--- src/rtl/weight_load_ctrl.sv ---
// rtl/weight_load_ctrl.sv - tile-by-tile weight memory reader feeding the systolic array load port
// Define WLC_PREFETCH_EN to fetch the next tile in the background while one is presented.
module weight_load_ctrl #(
  parameter int ADDR_W = 13,
  parameter int DATA_W = 16,
  parameter int STRIDE = 4,
  parameter int CNT_W  = 8
) (
  input  logic              clk_i,
  input  logic              rst_n_i,
  input  logic              start_i,
  input  logic              abort_i,
  input  logic [ADDR_W-1:0] base_addr_i,
  input  logic [CNT_W-1:0]  num_tiles_i,
  output logic [ADDR_W-1:0] mem_addr_o,
  input  logic [DATA_W-1:0] mem_w0_i,
  input  logic [DATA_W-1:0] mem_w1_i,
  input  logic [DATA_W-1:0] mem_w2_i,
  input  logic [DATA_W-1:0] mem_w3_i,
  output logic              load_valid_o,
  input  logic              load_ready_i,
  output logic [DATA_W-1:0] load_w0_o,
  output logic [DATA_W-1:0] load_w1_o,
  output logic [DATA_W-1:0] load_w2_o,
  output logic [DATA_W-1:0] load_w3_o,
  output logic [CNT_W-1:0]  tile_idx_o,
  output logic              busy_o,
  output logic              done_o
);

  typedef enum logic [1:0] {
    S_IDLE,
    S_FETCH,
    S_PRESENT,
    S_DONE
  } state_e;

  localparam logic [ADDR_W-1:0] STRIDE_A = ADDR_W'(STRIDE);
  localparam logic [CNT_W-1:0]  CNT_ONE  = CNT_W'(1);

  state_e                   state_q;
  logic [ADDR_W-1:0]        cur_addr_q;
  logic [ADDR_W-1:0]        cur_addr_d;
  logic [ADDR_W-1:0]        mem_addr_q;
  logic [CNT_W-1:0]         remaining_q;
  logic [CNT_W-1:0]         tile_idx_q;
  logic [3:0][DATA_W-1:0]   load_w_q;
  logic [3:0][DATA_W-1:0]   mem_w;
  logic                     load_valid_q;
  logic                     busy_q;
  logic                     done_q;
  logic                     handshake;
`ifdef WLC_PREFETCH_EN
  logic [3:0][DATA_W-1:0]   pf_w_q;
  logic                     pf_valid_q;
`endif

  assign mem_w      = {mem_w3_i, mem_w2_i, mem_w1_i, mem_w0_i};
  assign cur_addr_d = cur_addr_q + STRIDE_A;
  assign handshake  = load_valid_q & load_ready_i;

  always_ff @(posedge clk_i or negedge rst_n_i) begin
    if (!rst_n_i) begin
      state_q      <= S_IDLE;
      cur_addr_q   <= '0;
      mem_addr_q   <= '0;
      remaining_q  <= '0;
      tile_idx_q   <= '0;
      load_w_q     <= '0;
      load_valid_q <= 1'b0;
      busy_q       <= 1'b0;
      done_q       <= 1'b0;
`ifdef WLC_PREFETCH_EN
      pf_w_q       <= '0;
      pf_valid_q   <= 1'b0;
`endif
    end else begin
      done_q <= 1'b0;
      if (abort_i && state_q != S_IDLE) begin
        // Abort beats a same-cycle handshake: nothing of this tile is committed.
        state_q      <= S_IDLE;
        load_valid_q <= 1'b0;
        busy_q       <= 1'b0;
`ifdef WLC_PREFETCH_EN
        pf_valid_q   <= 1'b0;
`endif
      end else begin
        case (state_q)
          S_IDLE: begin
            if (start_i && !abort_i) begin
              cur_addr_q  <= base_addr_i;
              remaining_q <= num_tiles_i;
              tile_idx_q  <= '0;
              busy_q      <= 1'b1;
              if (num_tiles_i == '0) begin
                state_q <= S_DONE;
                done_q  <= 1'b1;
              end else begin
                state_q    <= S_FETCH;
                mem_addr_q <= base_addr_i;
              end
            end
          end
          S_FETCH: begin
            load_w_q     <= mem_w;
            load_valid_q <= 1'b1;
            state_q      <= S_PRESENT;
`ifdef WLC_PREFETCH_EN
            mem_addr_q   <= cur_addr_d;
            pf_valid_q   <= 1'b0;
`endif
          end
          S_PRESENT: begin
            if (handshake) begin
              cur_addr_q  <= cur_addr_d;
              tile_idx_q  <= tile_idx_q + CNT_ONE;
              remaining_q <= remaining_q - CNT_ONE;
              if (remaining_q == CNT_ONE) begin
                state_q      <= S_DONE;
                load_valid_q <= 1'b0;
                done_q       <= 1'b1;
              end else begin
`ifdef WLC_PREFETCH_EN
                // Next tile is already addressed; present it without a FETCH bubble.
                load_w_q   <= pf_valid_q ? pf_w_q : mem_w;
                mem_addr_q <= cur_addr_d + STRIDE_A;
                pf_valid_q <= 1'b0;
`else
                state_q      <= S_FETCH;
                load_valid_q <= 1'b0;
                mem_addr_q   <= cur_addr_d;
`endif
              end
            end
`ifdef WLC_PREFETCH_EN
            else begin
              pf_w_q     <= mem_w;
              pf_valid_q <= 1'b1;
            end
`endif
          end
          S_DONE: begin
            state_q <= S_IDLE;
            busy_q  <= 1'b0;
          end
          default: begin
            state_q      <= S_IDLE;
            load_valid_q <= 1'b0;
            busy_q       <= 1'b0;
          end
        endcase
      end
    end
  end

  assign mem_addr_o   = mem_addr_q;
  assign load_valid_o = load_valid_q;
  assign load_w0_o    = load_w_q[0];
  assign load_w1_o    = load_w_q[1];
  assign load_w2_o    = load_w_q[2];
  assign load_w3_o    = load_w_q[3];
  assign tile_idx_o   = tile_idx_q;
  assign busy_o       = busy_q;
  assign done_o       = done_q;

endmodule

--- config.mk ---
export PLATFORM = sky130hd
export DESIGN_NAME = weight_load_ctrl
export DESIGN_NICKNAME = d
export VERILOG_FILES = /design/src/rtl/weight_load_ctrl.sv
export SDC_FILE = /design/constraint.sdc
export NUM_CORES = 1
export LEC_CHECK = 0
export BUFFER_PORTS_ARGS = -buffer_cell sky130_fd_sc_hd__buf_4
export CORE_UTILIZATION = 45
export CTS_BUF_LIST = sky130_fd_sc_hd__clkbuf_8
export CTS_CLUSTER_DIAMETER = 60
export DETAILED_ROUTE_END_ITERATION = 10
export MAX_ROUTING_LAYER = met4
export PLACE_DENSITY_LB_ADDON = 0.12
export SYNTH_ARGS = -nofsm -noshare
export SYNTH_HDL_FRONTEND = slang
export SYNTH_SLANG_ARGS = --single-unit
--- constraint.sdc ---
create_clock -name clk_i -period 2.19 [get_ports clk_i]
set_clock_uncertainty 0.15 [all_clocks]
set_input_delay 0.1095 -clock clk_i [delete_from_list [all_inputs] [get_ports clk_i]]
set_output_delay 0.1095 -clock clk_i [all_outputs]
set_load 0.1 [all_outputs]
==> flow_metrics.py, run 1 <==
metrics = {
    "routing": {
        "drt_wl_total_um": 13000,
        "drc_violations_left": 0,
        "drt_iter0_drc": 225,
        "antenna_violating_nets_post_route": 0,
        "detailroute.via_count": 4223,
        "routed_wire_length_per_instance_um": 15.8,
        "drt_first_pass_iters": 4,
        "drt-vias-per-instance": 5.13,
    },
    "setup_path": {
        "arrival_time_worst_endpoint_ns": 2.24,
        "required_ns": 2.30,
        "critical-path-slowest-cell": "sky130_fd_sc_hd__dlygate4sd3_1",
        "cp_slowest_stage_delay_ns": 0.54,
        "worstSetupEndpointType": "register",
        "crit_family": "simple AND/OR/NAND/NOR gates",
        "startpoint_type": "input port",
        "cp_common_cell": "sky130_fd_sc_hd__buf_4",
        "criticalPathCategory": "in -> reg",
        "critical_path.max_fanout": 7,
        "worst_path_cell_chain": "dlygate4sd3_1 -> buf_4 -> or4_4 -> nor3_2 -> or3_4 -> buf_4 -> mux2_4",
        "critical_path.n_buffers_inverters": 3,
    },
    "synth": {
        "fraction_of_the_yosys_area_taken_by_sequential_cells": 0.550,
        "synth_xor_area_frac": 0.0104,
        "syn-num-nets": 508,
        "largest_family_of_logic_cells_by_synthesized_area": "multiplexers",
        "post_synth_cell_types": 50,
        "postSynthRegisterBits": 111,
        "postSynth.topFlopCell": "sky130_fd_sc_hd__dfrtp_1",
        "synth_compound_gate_area_share": 0.104,
        "share_of_synthesized_cell_area_in_full_adder_half_adder_and_majority_cells": 0.00992,
        "post_synth_edffs": 0,
        "synth-simple-area-share": 0.101,
        "summed_instance_area_of_the_synthesized_netlist_um2": 5050,
        "synthesis.area_per_instance_um2": 12.2,
        "synthesis.instances": 414,
        "muxShareOfSynthArea": 0.192,
        "synth_warnings": 0,
        "synthArstFlopShare": 1.00,
    },
    "layout": {
        "nets": 773,
        "syn2layout_area_growth_pct": 50.7,
        "most_frequent_cells_in_the_layout": "sky130_fd_sc_hd__buf_4 (193), sky130_fd_sc_hd__dfrtp_1 (110), sky130_fd_sc_hd__dlygate4sd3_1 (83)",
        "layout.cells.most_common": "sky130_fd_sc_hd__buf_4",
        "n_antenna_cell": 0,
        "fillers": 756,
        "finish.cell_count_without_fillers": 823,
        "share_of_post_route_cells_with_drive_strength_above_1": 0.445,
    },
    "clocking": {
        "cts-buffers-inserted": 9,
        "clock_path_buffers": 2,
        "clock_tree.root_cell": "sky130_fd_sc_hd__clkbuf_8",
        "clock_sinks": 111,
        "tritoncts": "yes",
        "insertion_delay_ns": 0.37,
        "htree_num_levels": 3,
        "worst_setup_hold_path_clk_slew_ns": 0.11,
    },
    "floorplan": {
        "initial_core_util": 0.464,
        "fp.dieW_um": 108,
        "core_region_area_um2": 10900,
        "core.rowCount": 38,
        "top_level_ports": 178,
        "die_area_um2": 11600,
        "die_h_um": 108,
    },
    "sta": {
        "setup_viol": 0,
        "grt_setup_unrepaired": "no",
        "timing.max_slew.rel_slack": 0.636,
        "setup_tns_ns": 0,
        "slew_viols_final": 0,
        "share_of_the_clock_period_used_by_the_worst_path_after_layout": 0.971,
        "max_freq_ghz": 0.470,
        "finalWorstPathRequiredPeriod_ns": 2.13,
        "post-route-worst-setup-slack_ns": 0.0631,
        "finalHoldViolCount": 0,
        "timing_worst_slew_pin_value_ns": 0.546,
    },
    "run_status": {
        "outcome": "complete, no violations",
    },
    "global_routing": {
        "met2_routing_resource_usage_after_global_routing": 0.388,
        "grt.met1_usage": 0.299,
        "grt.total_usage": 0.237,
        "vias_in_the_first_global_route": 4211,
        "global_route_wire_length_before_repair_um": 20800,
        "grt_overflow": 0,
        "grt_antenna_before_repair": 0,
        "maximum_number_of_pins_on_one_net_before_global_route_repair": 42,
        "grt-busiest-layer": "met2",
        "grt.met3_usage": 0.0357,
    },
    "flow_run": {
        "timing.max_cap.violations": 0,
    },
    "pwr": {
        "power_density_nw_per_um2": 1330,
        "vdd_ir_drop_max_mv": 1.39,
        "cellLeakagePower_nw": 3.45,
    },
    "placed_design": {
        "dp_worst_setup_slack_ns": 0.121,
        "place.gp.congestion": 0.832,
        "post-dp-hpwl_um": 8910,
        "placed_cells_incl_taps": 724,
        "portBuffers": 177,
    },
    "min_path": {
        "min_path_type": "in -> reg",
    },
}
-- layout make-up --
class | instances | area (um2) | share of cell area
clock buffers | 9 | 124 | 0.0163
clock inverters | 6 | 63.8 | 0.00839
inverters | 6 | 22.5 | 0.00296
multi-input cells | 273 | 2120 | 0.279
flip-flops and latches | 111 | 2780 | 0.366
well taps | 140 | 175 | 0.0230
repair buffers | 278 | 2320 | 0.305
-- routing by layer --
metal  up-vias  part of all wire  routed length [um]
li1       2019                 -                   -
met1      2061              0.44                5770
met2       130              0.49                6340
met3        13             0.055                 723
met4         0             0.016                 211
met5         -                 0                   0
-- where the power goes --
group | internal (W) | switching (W)
registers | 0.00265 | 0.000410
logic | 0.00142 | 0.00442
clock network | 0.000519 | 0.000678
-- path summary, 6_finish.rpt --
| check | depth (start not counted) | endpoint | slack, ns | from |
|---|---|---|---|---|
| worst max-delay path | 7 | mem_addr_o[2]$_DFFE_PN0P_ | 0.06 | num_tiles_i[6] |
| worst min-delay path | 4 | mem_addr_o[8]$_DFFE_PN0P_ | 0.02 | base_addr_i[8] |
| worst max register to register | 5 | mem_addr_o[2]$_DFFE_PN0P_ | 0.12 | state_q[1]$_DFFE_PN0P_ |
| max in group asynchronous | 3 | load_w0_o[3]$_DFFE_PN0P_ | 1.15 | rst_n_i |
| min in group asynchronous | 2 | tile_idx_o[0]$_DFFE_PN0P_ | 0.10 | rst_n_i |
| worst min register to register | 1 | remaining_q[7]$_DFFE_PN0P_ | 0.36 | remaining_q[7]$_DFFE_PN0P_ |
-- synthesized netlist by cell type, types with 5 or more instances --
cell type / n / area share
sky130_fd_sc_hd__o21ai_0: 28 / 0.028
sky130_fd_sc_hd__or4_1: 5 / 0.0074
sky130_fd_sc_hd__nand3_1: 7 / 0.0069
sky130_fd_sc_hd__clkbuf_1: 12 / 0.0089
sky130_fd_sc_hd__inv_1: 5 / 0.0037
sky130_fd_sc_hd__nor2_1: 22 / 0.016
sky130_fd_sc_hd__xor2_1: 6 / 0.010
sky130_fd_sc_hd__o211ai_1: 5 / 0.0074
sky130_fd_sc_hd__or3_1: 7 / 0.0087
sky130_fd_sc_hd__a21oi_1: 15 / 0.015
sky130_fd_sc_hd__a31oi_1: 11 / 0.014
sky130_fd_sc_hd__nand2_1: 29 / 0.022
sky130_fd_sc_hd__buf_2: 7 / 0.0069
sky130_fd_sc_hd__mux2_4: 9 / 0.027
sky130_fd_sc_hd__nor3_1: 6 / 0.0059
sky130_fd_sc_hd__mux2_2: 73 / 0.16
sky130_fd_sc_hd__dfrtp_1: 111 / 0.55
-- timing repair --
item	CTS	global route
setup buffers	0	1
hold endpoints to repair	162	0
gates resized for setup	0	2
endpoints found under the setup margin	0	12
hold buffers	83	0
-- worst reg2reg max path, stage by stage, from the launching register on --
cell and delay (ns):
sky130_fd_sc_hd__dfrtp_1 0.55, sky130_fd_sc_hd__and3_4 0.30, sky130_fd_sc_hd__o21ai_4 0.07, sky130_fd_sc_hd__or3_4 0.40, sky130_fd_sc_hd__buf_4 0.19, sky130_fd_sc_hd__mux2_4 0.30
-- per-stage QoR --
step / hold WS (ns) / utilization / power, W / cell area [um2]
finish: 0.0174 / 0.698 / 0.0101 / 7600
global route: 0.0212 / 0.698 / 0.0105 / 7600
CTS: 0.00374 / 0.697 / 0.0101 / 7590
detailed placement: -0.0111 / 0.603 / 0.00882 / 6570
global placement: -0.0140 / 0.603 / 0.00874 / 6570
floorplan: -0.336 / - / 0.00750 / 5050
-- registers in the layout, indices dropped and copies added (netlist names) --
name	cells
load_w1_o	16
state_q	2
remaining_q	8
mem_addr_o	13
load_w0_o	16
tile_idx_o	8
cur_addr_q	13
load_w3_o	16
load_w2_o	16
done_o	1
load_valid_o	1
busy_o	1
-- cell families after synthesis --
group,Yosys count
buffers and inverters,30
adder cells (fa/ha/maj),4
multiplexers,83
AO/OA/AOI/OAI,83
flip-flops,111
XOR/XNOR,6
AND/OR/NAND/NOR,97
(Power assumes the default switching activity.)
==> inputs of run 2 (changes only) <==
--- a/config.mk
+++ b/config.mk
@@ -10,6 +10,7 @@
 export CTS_BUF_LIST = sky130_fd_sc_hd__clkbuf_8
 export CTS_CLUSTER_DIAMETER = 60
 export DETAILED_ROUTE_END_ITERATION = 10
+export GPL_TIMING_DRIVEN = 0
 export MAX_ROUTING_LAYER = met4
 export PLACE_DENSITY_LB_ADDON = 0.12
 export SYNTH_ARGS = -nofsm -noshare
==> flow_metrics.py, run 2 (synthesized netlist as in run 1, its figures left out) <==
metrics = {
    "run_status": {
        "outcome": "complete, no violations",
    },
    "clocking": {
        "clock_tree.root_cell": "sky130_fd_sc_hd__clkbuf_8",
        "clock_path_buffers": 2,
        "cts-buffers-inserted": 9,
        "htree_num_levels": 3,
        "clock_sinks": 111,
        "tritoncts": "yes",
        "insertion_delay_ns": 0.37,
        "worst_setup_hold_path_clk_slew_ns": 0.10,
    },
    "routing": {
        "routed_wire_length_per_instance_um": 16.6,
        "drt_iter0_drc": 128,
        "drt-vias-per-instance": 5.23,
        "detailroute.via_count": 4367,
        "drc_violations_left": 0,
        "drt_first_pass_iters": 4,
        "drt_wl_total_um": 13900,
        "antenna_violating_nets_post_route": 0,
    },
    "global_routing": {
        "grt_antenna_before_repair": 0,
        "global_route_wire_length_before_repair_um": 21600,
        "grt_overflow": 0,
        "maximum_number_of_pins_on_one_net_before_global_route_repair": 112,
        "vias_in_the_first_global_route": 4370,
        "grt.total_usage": 0.250,
    },
    "sta": {
        "timing_worst_slew_pin_value_ns": 0.511,
        "max_freq_ghz": 0.464,
        "finalWorstPathRequiredPeriod_ns": 2.16,
        "slew_viols_final": 0,
        "grt_setup_unrepaired": "no",
        "share_of_the_clock_period_used_by_the_worst_path_after_layout": 0.985,
        "post-route-worst-setup-slack_ns": 0.0335,
        "finalHoldViolCount": 0,
        "setup_viol": 0,
        "timing.max_slew.rel_slack": 0.659,
    },
    "pwr": {
        "vdd_ir_drop_max_mv": 1.10,
        "power.share.combinational": 0.570,
        "power_density_nw_per_um2": 1340,
        "total_power_w": 0.0103,
        "power_report.internal_total_w": 0.00477,
        "relative_contribution_of_sequential_cells_to_total_power": 0.296,
        "cellLeakagePower_nw": 3.52,
        "p_switching_w": 0.00557,
        "power.switching_fraction": 0.539,
        "share_clk_of_total_power": 0.133,
    },
    "floorplan": {
        "core.rowCount": 38,
        "core_region_area_um2": 10900,
        "initial_core_util": 0.464,
        "top_level_ports": 178,
        "fp.dieW_um": 108,
        "die_h_um": 108,
        "die_area_um2": 11600,
    },
    "placed_design": {
        "portBuffers": 177,
        "placed_cells_incl_taps": 731,
        "place.gp.congestion": 0.889,
        "post-dp-hpwl_um": 9060,
        "dp_worst_setup_slack_ns": -0.185,
    },
    "layout": {
        "finish.cell_count_without_fillers": 835,
        "share_of_post_route_cells_with_drive_strength_above_1": 0.440,
        "n_antenna_cell": 0,
        "syn2layout_area_growth_pct": 53.2,
        "most_frequent_cells_in_the_layout": "sky130_fd_sc_hd__buf_4 (178), sky130_fd_sc_hd__dfrtp_1 (110), sky130_fd_sc_hd__dlygate4sd3_1 (85)",
        "layout.cells.most_common": "sky130_fd_sc_hd__buf_4",
        "nets": 784,
    },
    "flow_run": {
        "timing.max_cap.violations": 0,
    },
    "min_path": {
        "holdPathStages": 4,
        "min_path_type": "in -> reg",
    },
    "setup_path": {
        "r2r.worst_path.cells": 6,
        "worstSetupEndpointType": "register",
        "required_ns": 2.30,
        "startpoint_type": "input port",
        "criticalPathCategory": "in -> reg",
        "arrival_time_worst_endpoint_ns": 2.26,
        "critical_path.max_fanout": 5,
    },
}
==> run 2: area by class of cell <==
type / count / area, um2
plain buffers: 23 / 136
clock buffers: 10 / 138
clock inverters: 6 / 91.3
fillers: 767 / 3150
inverters: 6 / 22.5
multi-input cells: 273 / 2140
flip-flops and latches: 111 / 2780
well taps: 140 / 175
repair buffers: 266 / 2250
==> run 2: power groups by stage <==
stage / clock (W) / sequential [W] / combinational (W)
2_1_floorplan: 0 / 0.00658 / 0.000920
5_1_grt: 0.00150 / 0.00315 / 0.00610
3_5_place_dp: 0 / 0.00308 / 0.00574
3_3_place_gp: 0 / 0.00304 / 0.00569
6_report: 0.00138 / 0.00307 / 0.00590
4_1_cts: 0.00141 / 0.00304 / 0.00587
==> run 2: final timing paths <==
check	from	endpoint	slack, ns
setup reg to reg	state_q[1]$_DFFE_PN0P_	mem_addr_o[1]$_DFFE_PN0P_	0.12
hold / removal	base_addr_i[12]	cur_addr_q[12]$_DFFE_PN0P_	0.03
setup / recovery	num_tiles_i[0]	mem_addr_o[1]$_DFFE_PN0P_	0.03
max in group asynchronous	rst_n_i	load_valid_o$_DFFE_PN0P_	0.69
min in group asynchronous	rst_n_i	tile_idx_o[1]$_DFFE_PN0P_	0.48
hold reg to reg	load_w1_o[1]$_DFFE_PN0P_	load_w1_o[1]$_DFFE_PN0P_	0.37
==> run 2: what timing repair did <==
action,in CTS,in global routing
gates cloned,0,1
hold buffers,84,1
pin swaps,0,3
gates resized for setup,2,9
endpoints found under the setup margin,69,77
buffers inserted,0,2
hold endpoints to repair,202,8
==> run 2: worst max-delay path, stage by stage <==
cell and delay (ns):
sky130_fd_sc_hd__dlygate4sd3_1 0.53, sky130_fd_sc_hd__buf_4 0.13, sky130_fd_sc_hd__or4_1 0.57, sky130_fd_sc_hd__nor3_4 0.24
sky130_fd_sc_hd__or3_4 0.22, sky130_fd_sc_hd__clkbuf_16 0.17, sky130_fd_sc_hd__mux2_4 0.29
==> run 2: through the flow <==
step | utilization | hold WS, ns | area [um2] | setup TNS (ns)
6_report | 0.710 | 0.0277 | 7730 | 0
5_1_grt | 0.710 | 0.0260 | 7730 | 0
4_1_cts | 0.701 | 0.00363 | 7630 | 0
3_5_place_dp | 0.602 | 0.197 | 6560 | -10.06
3_3_place_gp | 0.602 | 0.194 | 6560 | -9.73
2_1_floorplan | - | -0.336 | 5050 | 0
==> run 2: per-layer routing <==
layer | GRT usage | vias up | wire, um | share of wire
li1 | - | 2055 | - | -
met1 | 0.305 | 2134 | 5890 | 0.42
met2 | 0.408 | 155 | 6890 | 0.50
met3 | 0.0400 | 23 | 796 | 0.057
met4 | 0.113 | 0 | 289 | 0.021
met5 | - | - | 0 | 0
==> inputs of run 3 (changes only) <==
--- a/config.mk
+++ b/config.mk
@@ -5,11 +5,12 @@
 export SDC_FILE = /design/constraint.sdc
 export NUM_CORES = 1
 export LEC_CHECK = 0
-export BUFFER_PORTS_ARGS = -buffer_cell sky130_fd_sc_hd__buf_4
+export ABC_AREA = 1
 export CORE_UTILIZATION = 45
 export CTS_BUF_LIST = sky130_fd_sc_hd__clkbuf_8
 export CTS_CLUSTER_DIAMETER = 60
 export DETAILED_ROUTE_END_ITERATION = 10
+export DONT_BUFFER_PORTS = 1
 export GPL_TIMING_DRIVEN = 0
 export MAX_ROUTING_LAYER = met4
 export PLACE_DENSITY_LB_ADDON = 0.12
==> flow_metrics.py, run 3 <==
metrics = {
    "floorplan": {
        "top_level_ports": 178,
        "fp.dieW_um": 107,
        "die_h_um": 107,
        "initial_core_util": 0.460,
        "die_area_um2": 11500,
        "core_region_area_um2": 10800,
        "core.rowCount": 38,
    },
    "layout": {
        "finish.cell_count_without_fillers": 747,
        "n_antenna_cell": 0,
        "syn2layout_area_growth_pct": 26.0,
        "post-route-cell-area_um2": 6280,
        "most_frequent_cells_in_the_layout": "sky130_fd_sc_hd__nand2_1 (140), sky130_fd_sc_hd__dfrtp_1 (109), sky130_fd_sc_hd__dlygate4sd3_1 (90)",
        "share_of_post_route_cells_with_drive_strength_above_1": 0.0873,
        "nets": 696,
        "layout.cells.most_common": "sky130_fd_sc_hd__nand2_1",
    },
    "setup_path": {
        "worst_path_cell_chain": "a21oi_2 -> nor2_4 -> clkbuf_1 -> o21ai_0",
        "critical_path.max_fanout": 10,
        "arrival_time_worst_endpoint_ns": 2.14,
        "criticalPathCategory": "reg -> reg",
        "worstSetupEndpointType": "register",
        "critical-path-slowest-cell": "sky130_fd_sc_hd__dfrtp_2",
        "crit_end": "cur_addr_q[8]$_DFFE_PN0P_",
        "critical_path_depth": 4,
        "r2r.worst_path.cells": 4,
        "required_ns": 2.27,
        "crit-reg2reg-capture": "cur_addr_q[8]$_DFFE_PN0P_",
        "cp_slowest_stage_delay_ns": 0.74,
        "crit-reg2reg-launch": "load_valid_o$_DFFE_PN0P_",
        "startpoint_type": "register",
        "crit_family": "flip-flops",
        "reg2reg_slack_ns": 0.14,
        "worst_setup_path_startpoint": "load_valid_o$_DFFE_PN0P_",
        "critical_path.n_buffers_inverters": 1,
    },
    "global_routing": {
        "maximum_number_of_pins_on_one_net_before_global_route_repair": 112,
        "global_route_wire_length_before_repair_um": 19100,
        "grt.total_usage": 0.221,
        "grt_overflow": 0,
        "vias_in_the_first_global_route": 3799,
        "grt_antenna_before_repair": 0,
    },
    "clocking": {
        "tritoncts": "yes",
        "cts-buffers-inserted": 9,
        "insertion_delay_ns": 0.36,
        "clock_sinks": 111,
        "worst_setup_hold_path_clk_slew_ns": 0.11,
        "clock_tree.root_cell": "sky130_fd_sc_hd__clkbuf_8",
        "htree_num_levels": 3,
        "postCtsHoldBufs": 91,
        "clock_path_buffers": 2,
        "cts_setup_buffers": 0,
    },
    "routing": {
        "drt_iter0_drc": 194,
        "wl_met1_um": 5070,
        "routed_wire_length_per_instance_um": 16.2,
        "detailroute.via_count": 3821,
        "top_signal_layer_used": "met4",
        "drc_violations_left": 0,
        "drt_wl_total_um": 12100,
        "met3_wirelength_um": 912,
        "wl_met2_um": 6020,
        "drt-vias-per-instance": 5.12,
        "antenna_violating_nets_post_route": 0,
        "drt_first_pass_iters": 4,
    },
    "synth": {
        "postSynthRegisterBits": 111,
        "cell_with_the_most_instances_after_synthesis": "sky130_fd_sc_hd__nand2_1",
        "synthesis.instances": 501,
        "syn-num-nets": 595,
        "post_synth_cell_types": 33,
        "synth_commonest_cells": "sky130_fd_sc_hd__nand2_1 (140), sky130_fd_sc_hd__dfrtp_1 (111), sky130_fd_sc_hd__mux2_1 (60), sky130_fd_sc_hd__inv_1 (33), sky130_fd_sc_hd__nand3_1 (31)",
        "fraction_of_the_yosys_area_taken_by_sequential_cells": 0.557,
        "synthArstFlopShare": 1.00,
        "post_synth_main_area_contributors": "sky130_fd_sc_hd__dfrtp_1 (56%), sky130_fd_sc_hd__mux2_1 (14%), sky130_fd_sc_hd__nand2_1 (11%)",
        "synth_warnings": 0,
        "summed_instance_area_of_the_synthesized_netlist_um2": 4990,
        "synthDominantAreaCellType": "sky130_fd_sc_hd__dfrtp_1",
        "postSynth.topFlopCell": "sky130_fd_sc_hd__dfrtp_1",
        "yosys.area.top_type_share": 0.557,
        "post_synth_edffs": 0,
        "synthesis.area_per_instance_um2": 9.95,
    },
    "placed_design": {
        "place.gp.congestion": 0.895,
        "portBuffers": 0,
        "post_dp_cell_area_um2": 5160,
        "post-dp-hpwl_um": 8240,
        "placed_cells_incl_taps": 641,
    },
    "sta": {
        "share_of_the_clock_period_used_by_the_worst_path_after_layout": 0.938,
        "finalHoldViolCount": 111,
        "grt_setup_unrepaired": "no",
        "timing.hold.ws_ns": -0.726,
        "max_freq_ghz": 0.487,
        "slew_viols_final": 0,
        "timing_worst_slew_pin_value_ns": 1.01,
        "timing.max_slew.rel_slack": 0.326,
        "finalWorstPathRequiredPeriod_ns": 2.05,
        "setup_viol": 0,
    },
    "flow_run": {
        "timing.max_cap.violations": 0,
    },
    "min_path": {
        "min_path_type": "in -> async",
    },
    "run_status": {
        "violations": "hold timing",
        "outcome": "complete, but fails checks",
    },
}
run 3: changes by cell type in the layout (fill, tap and decap cells not counted), sizes merged, moves of 6 or more:
| cell | delta |
|---|---|
| mux2 | -18 |
| a31oi | -10 |
| clkbuf | -10 |
| nor2 | +6 |
| inv | +33 |
| nand4 | +9 |
| nand3 | +25 |
| nand2 | +113 |
| buf | -177 |
| or3 | -7 |
| a21oi | -9 |
run 3: metal layers:
metal | up-vias | GRT usage
met4 | 0 | 0.0528
met1 | 1824 | 0.268
met5 | - | -
li1 | 1845 | -
met3 | 11 | 0.0563
met2 | 141 | 0.371
run 3: final cells by class:
cell class                      instances  area [um2]
Sequential cell                       111        2780
Fill cell                             922        4560
Tap cell                              140         175
Multi-Input combinational cell        335        1980
Buffer                                 18        98.8
Timing Repair Buffer                   90         901
Clock inverter                          7        88.8
Inverter                               37         139
Clock buffer                            9         124
run 3: cells by family (layout without fill, tap and decap cells):
family	after synthesis	after routing	synth area share
AOI/OAI and AO/OA	42	42	0.0467
xor gates and xnor gates	2	2	0.00351
adders and majority gates	4	4	0.0100
buffers and inverters	55	161	0.0477
DFF	111	111	0.557
muxes	65	65	0.147
and+or+nand+nor	222	222	0.188
run 3: stage by stage:
stage | util | worst slack, ns | TNS, ns
6_report | 0.580 | 0.136 | 0
5_1_grt | 0.580 | 0.0104 | 0
3_3_place_gp | 0.476 | -0.112 | -0.978
4_1_cts | 0.580 | 0.0526 | 0
2_1_floorplan | - | 0.198 | 0
3_5_place_dp | 0.476 | -0.168 | -1.50
run 3: worst min-delay path by stage:
stage	start	to	slack, ns	depth (start not counted)
after floorplan	rst_n_i	busy_o$_DFFE_PN0P_	-0.34	0
after detailed placement	rst_n_i	remaining_q[3]$_DFFE_PN0P_	-0.33	0
after global routing	rst_n_i	tile_idx_o[3]$_DFFE_PN0P_	-0.76	0
after global placement	rst_n_i	remaining_q[3]$_DFFE_PN0P_	-0.33	0
final	rst_n_i	remaining_q[3]$_DFFE_PN0P_	-0.73	0
after CTS	rst_n_i	remaining_q[3]$_DFFE_PN0P_	-0.75	0
run 3: repair_timing:
action,CTS,global route
endpoints found under the setup margin,22,2
cloned,0,0
gates resized for setup,1,3
hold endpoints to repair,215,111
Power of run 3 is not shown: default switching activity piles up to over one toggle a cycle in this logic, so the estimate is an artifact.
